===== config.mk =====
export PLATFORM = sky130hd
export DESIGN_NAME = gray_decoder_2bit
export DESIGN_NICKNAME = d
export VERILOG_FILES = /design/src/rtl/gray_decoder_2bit.sv
export SDC_FILE = /design/constraint.sdc
export NUM_CORES = 1
export LEC_CHECK = 0
export ABC_CLOCK_PERIOD_IN_PS = 7970
export CAP_MARGIN = 20
export CELL_PAD_IN_SITES_DETAIL_PLACEMENT = 0
export CELL_PAD_IN_SITES_GLOBAL_PLACEMENT = 1
export CORE_MARGIN = 2
export CORE_UTILIZATION = 43
export CTS_CLUSTER_SIZE = 8
export DETAILED_ROUTE_END_ITERATION = 16
export PLACE_DENSITY_LB_ADDON = 0.1
export REMOVE_ABC_BUFFERS = 1
export SLEW_MARGIN = 5
export SYNTH_ARGS = -nofsm -noshare
export SYNTH_HDL_FRONTEND = slang
export SYNTH_SLANG_ARGS = --single-unit
export TNS_END_PERCENT = 1

===== constraint.sdc =====
create_clock -name clk -period 7.97 [get_ports clk]
set_clock_uncertainty 0.2 [all_clocks]
set_input_delay 0.797 -clock clk [delete_from_list [all_inputs] [get_ports clk]]
set_output_delay 0.797 -clock clk [all_outputs]
set_load 0.05 [all_outputs]

===== src/rtl/gray_decoder_2bit.sv =====
// 2-bit Gray-code position decoder: converts each accepted sample to binary,
// tracks direction and a wrapping signed position, and latches FAULT on repeated illegal steps.
module gray_decoder_2bit #(
   parameter int CNT_W     = 8,
   parameter int ERR_LIMIT = 3
) (
   input  logic             clk,
   input  logic             reset_n,
   input  logic [1:0]       gray_in,
   input  logic             valid_in,
   input  logic             clr,
   output logic [1:0]       bin_out,
   output logic             bin_valid,
   output logic             dir,
   output logic             step_err,
   output logic [CNT_W-1:0] count,
   output logic             locked,
   output logic             fault
);

   typedef enum logic [1:0] {
      S_IDLE  = 2'd0,
      S_TRACK = 2'd1,
      S_FAULT = 2'd2
   } state_t;

   localparam logic [CNT_W-1:0] CNT_ONE   = CNT_W'(1);
   localparam logic [3:0]       LIMIT     = 4'(ERR_LIMIT);

   state_t           r_state;
   logic [1:0]       r_bin;
   logic             r_bin_valid;
   logic             r_dir;
   logic             r_step_err;
   logic [CNT_W-1:0] r_count;
   logic [3:0]       r_err_cnt;
   logic             r_locked;
   logic             r_fault;

   logic [1:0]       w_bin;
   logic [1:0]       w_delta;
   logic [3:0]       w_err_inc;

   // r_bin doubles as the reference for the next step: it always holds the last accepted sample.
   assign w_bin     = {gray_in[1], gray_in[1] ^ gray_in[0]};
   assign w_delta   = w_bin - r_bin;
   assign w_err_inc = r_err_cnt + 4'd1;

   always_ff @(posedge clk or negedge reset_n) begin
      if (!reset_n) begin
         r_state     <= S_IDLE;
         r_bin       <= 2'd0;
         r_bin_valid <= 1'b0;
         r_dir       <= 1'b0;
         r_step_err  <= 1'b0;
         r_count     <= '0;
         r_err_cnt   <= 4'd0;
         r_locked    <= 1'b0;
         r_fault     <= 1'b0;
      end else begin
         // NOTE: non-blocking throughout, so every branch sees the pre-edge state;
         // the pulses are defaulted low here and only raised by an accepted sample.
         r_bin_valid <= 1'b0;
         r_step_err  <= 1'b0;

         if (clr) begin
            r_state   <= S_IDLE;
            r_bin     <= 2'd0;
            r_dir     <= 1'b0;
            r_count   <= '0;
            r_err_cnt <= 4'd0;
            r_locked  <= 1'b0;
            r_fault   <= 1'b0;
         end else if (valid_in) begin
            case (r_state)
               S_IDLE: begin
                  r_bin       <= w_bin;
                  r_bin_valid <= 1'b1;
                  r_err_cnt   <= 4'd0;
                  r_state     <= S_TRACK;
                  r_locked    <= 1'b1;
               end
               S_TRACK: begin
                  r_bin       <= w_bin;
                  r_bin_valid <= 1'b1;
                  case (w_delta)
                     2'd0: r_err_cnt <= 4'd0;
                     2'd1: begin
                        r_count   <= r_count + CNT_ONE;
                        r_dir     <= 1'b1;
                        r_err_cnt <= 4'd0;
                     end
                     2'd3: begin
                        r_count   <= r_count - CNT_ONE;
                        r_dir     <= 1'b0;
                        r_err_cnt <= 4'd0;
                     end
                     default: begin
                        // Both bits flipped: direction is unknowable, so only flag it.
                        r_step_err <= 1'b1;
                        r_err_cnt  <= w_err_inc;
                        if (w_err_inc == LIMIT) begin
                           r_state  <= S_FAULT;
                           r_locked <= 1'b0;
                           r_fault  <= 1'b1;
                        end
                     end
                  endcase
               end
               default: ;
            endcase
         end
      end
   end

   assign bin_out   = r_bin;
   assign bin_valid = r_bin_valid;
   assign dir       = r_dir;
   assign step_err  = r_step_err;
   assign count     = r_count;
   assign locked    = r_locked;
   assign fault     = r_fault;

endmodule

==> metrics.md <==
| Metric | Value |
|---|---|
| Core Region | `~0.0028 mm^2` |
| Internal | `~160 uW` |
| Unrepaired setup endpoints after global routing | `no` |
| Slew Limit Fails | `0` |
| Endpoints failing setup | `0` |
| Minimum clock period | `3943 ps` |
| Async set-reset flop share out of synthesis | `1.000` |
| XOR/XNOR Fraction of Synth Area | `0.08621` |
| Worst-path maximum fanout | `9` |
| Total wire length | `around 2700 um` |
| Setup Total Neg Slack | `0 ps` |
| Average routed wire per standard cell | `14.41 um` |
| Post-placement cell area | `about 0.0015 mm^2` |
| Psw | `a little over 80 uW` |
| YS warnings | `0` |
| Combinational family with the most area after synthesis | `simple AND/OR/NAND/NOR gates` |
| Post-Synthesis Cell Area | `between 0.001 and 0.0015 mm^2` |
| R2R Setup Slk | `4850 ps` |
| Post-synthesis adder-cell area fraction | `0.07471` |
| Arrival time at the worst endpoint | `3940 ps` |
| CTS max path bufs | `2` |
| Initial Util | `0.4617` |
| DP Wirelength | `between 1500 and 2000 um` |
| Largest net degree at the start of global routing | `22` |
| DRT antenna net count | `0` |
| Global-route wire length before repair | `about 4800 um` |
| Clock sink count | `20` |
| H-Tree Depth | `1` |
| Rows | `19` |
| Worst Max-Slew Pin Slew | `roughly 900 ps` |
| Num ports | `21` |
| Post-CTS setup buffer count | `0` |
| Hold Vio Cnt, Final | `0` |
| CP endpoint | `count[7]` |
| Pwr Total | `238.4 uW` |
| Gates resized, CTS repair | `0` |
| # Max-Cap Violations | `0` |
| Startpoint Class | `input port` |
| Synth-to-Final Area Change | `18.68%` |
| Critical Path Start | `gray_in[1]` |
| Logic pwr share | `0.282` |
| Nets@finish | `169` |
| IR drop worst, VDD | `slightly above 90 uV` |
| Part of the power in registers | `0.459` |
| Slew headroom | `0.4001` |
| Most frequent cells in the layout | `dfrtp_1, clkdlybuf4s50_1, nor2_1, nand2_1` |
| R2R depth | `9` |
| RR Startpoint | `bin_out[0]` |
| Post-synthesis cell type count | `42` |
| Clk_lat worst skew | `310 ps` |
| Syn_area_per_cell | `9.605 um^2` |
| Number of vias per cell | `around 5.8` |
| All-layer global routing usage | `0.1776` |
| Chip Height | `between 50 and 60 um` |
| Worst hold slack | `about 310 ps` |
| Simple-Gate Fraction of Synth Area | `0.2021` |
| Root buf cell | `clkbuf_4` |
| PD cells | `about 150 mW/mm^2` |
| Clock slew at reported path FFs | `between 100 and 150 ps` |
| Outcome | `finished clean` |
| Reg-to-Reg End | `count[7]` |
| Sw Share | `0.3384` |
| I/O Buffers | `20` |
| Critical path required time | `7970 ps` |
| Die area | `approximately 0.0035 mm^2` |
| ANT cells | `0` |
| Grt ovf | `0` |
| Clock share of power | `0.259` |
| DR vias | `1077` |
| Worst min path class | `flop to flop` |
| Fin crit share | `0.4947` |
| Die W | `just under 60 um` |
| Sequential-to-total area share from yosys stat | `0.3831` |
| Setup crit end kind | `flop` |
| Most used DFF post-synth | `dfrtp_1` |
| Yosys reg bits | `20` |
| Mux contribution to synthesized area | `0.02395` |
| Pleak | `approximately 0.00064 uW` |
| Gpl congestion | `0.8695` |
| Residual DRC | `0` |
| Compound-cell area share of the yosys netlist | `0.1858` |
| Mapped Cells | `roughly 140` |
| Post-synth EDFFs | `0` |
| TritonCTS clock tree | `yes` |
| Max Freq | `253.6 MHz` |
| Layout cells sized above 1 | `0.06452` |
| Post-route cell area | `about 0.0016 mm^2` |
| WS Path Type | `input port to flop` |
| TritonCTS Buffers | `3` |
| Initial drt markers | `29` |
| Vias in the first global route | `between 1000 and 1500` |
| Initial antenna violation count | `0` |
| Cts hold-fix bufs | `0` |
| 1st-pass router iterations | `4` |
==> kinds of logic (layout without fill, tap and decap cells) <==
family                     after synthesis  after routing
adders and majority gates                8              8
DFF                                     20             20
and+or+nand+nor                         51             51
muxes                                    3              3
xor gates and xnor gates                 9              9
buffers and inverters                   12             31
AOI/OAI and AO/OA                       33             33
==> metrics by stage <==
stage                     utilization  setup WS, ps  std cells
after global placement         0.5352          3861        182
after global routing           0.5480          3763        186
after CTS                      0.5480          4016        186
after detailed placement       0.5352          3716        182
final                          0.5480          4027        186
after floorplan                     -          4558        131
==> cells in the mapped netlist, types with 2 or more instances <==
| cell | instances | share of area |
|---|---|---|
| nor2b_1 | 2 | 0.0096 |
| and2_1 | 2 | 0.0096 |
| mux2i_1 | 2 | 0.015 |
| nand3b_1 | 5 | 0.029 |
| o211ai_1 | 2 | 0.011 |
| buf_2 | 2 | 0.0077 |
| nor3_1 | 5 | 0.019 |
| nand4_1 | 3 | 0.014 |
| ha_1 | 7 | 0.067 |
| nand3_1 | 3 | 0.011 |
| a211oi_1 | 6 | 0.034 |
| a21oi_1 | 7 | 0.027 |
| o21ai_0 | 7 | 0.027 |
| nor2_1 | 14 | 0.040 |
| xnor2_1 | 3 | 0.020 |
| nand2_1 | 10 | 0.029 |
| dfrtp_1 | 20 | 0.38 |
| xor2_1 | 4 | 0.027 |
| nor3b_1 | 3 | 0.017 |
| inv_1 | 7 | 0.020 |
==> state kept, by name, summed over array words and instances, names as in the netlist <==
register,flops
bin_valid,1
count,8
step_err,1
bin_out,2
r_err_cnt,4
dir,1
fault,1
r_state,2
==> how the worst min path moves through the flow <==
stage	slack, ps	startpoint	endpoint	cells after the start
after floorplan	250	r_state[1]	bin_valid	1
after global placement	290	r_state[1]	bin_valid	1
after detailed placement	290	r_state[1]	bin_valid	1
after CTS	310	r_state[1]	bin_valid	1
after global routing	360	r_state[1]	bin_valid	1
final	310	r_state[1]	bin_valid	1
==> worst max-delay path, cell delays in order <==
cell             delay (ps)
clkdlybuf4s50_1         470
xnor2_1                 250
ha_1                    230
xnor3_2                 360
nor2_1                  390
ha_1                    360
a21oi_1                 290
a211oi_1                120
nor3b_1                 230
mux2i_1                 110
mux2_1                  310
==> area by class of cell <==
cell class / count / area (um^2)
tap: 31 / 38.79
inverter: 7 / 26.28
fill: 285 / 1279
sequential: 20 / 500.5
clock buffer: 4 / 36.28
multi-input combinational: 104 / 748.2
timing repair buffer: 20 / 200.2
==> metal layers <==
metal  vias to the layer above  wire length (um)  GRT usage  part of all wire
li1                        536                 -          -                 -
met1                       515              1359     0.2613              0.51
met2                        21              1174     0.2651              0.44
met3                         5               101    0.02183             0.038
met4                         0                44    0.06818             0.016
met5                         -                 0          0                 0
==> power by group through the flow <==
stage                     clock network (uW)  logic (uW)  registers [uW]
final                                   61.8        67.1             109
after floorplan                            0        35.0             123
after detailed placement                   0        67.4             111
after CTS                               62.9        67.8             109
after global routing                    68.0        74.3             110
after global placement                     0        66.6             111
Power figures use the tool's default switching activity.
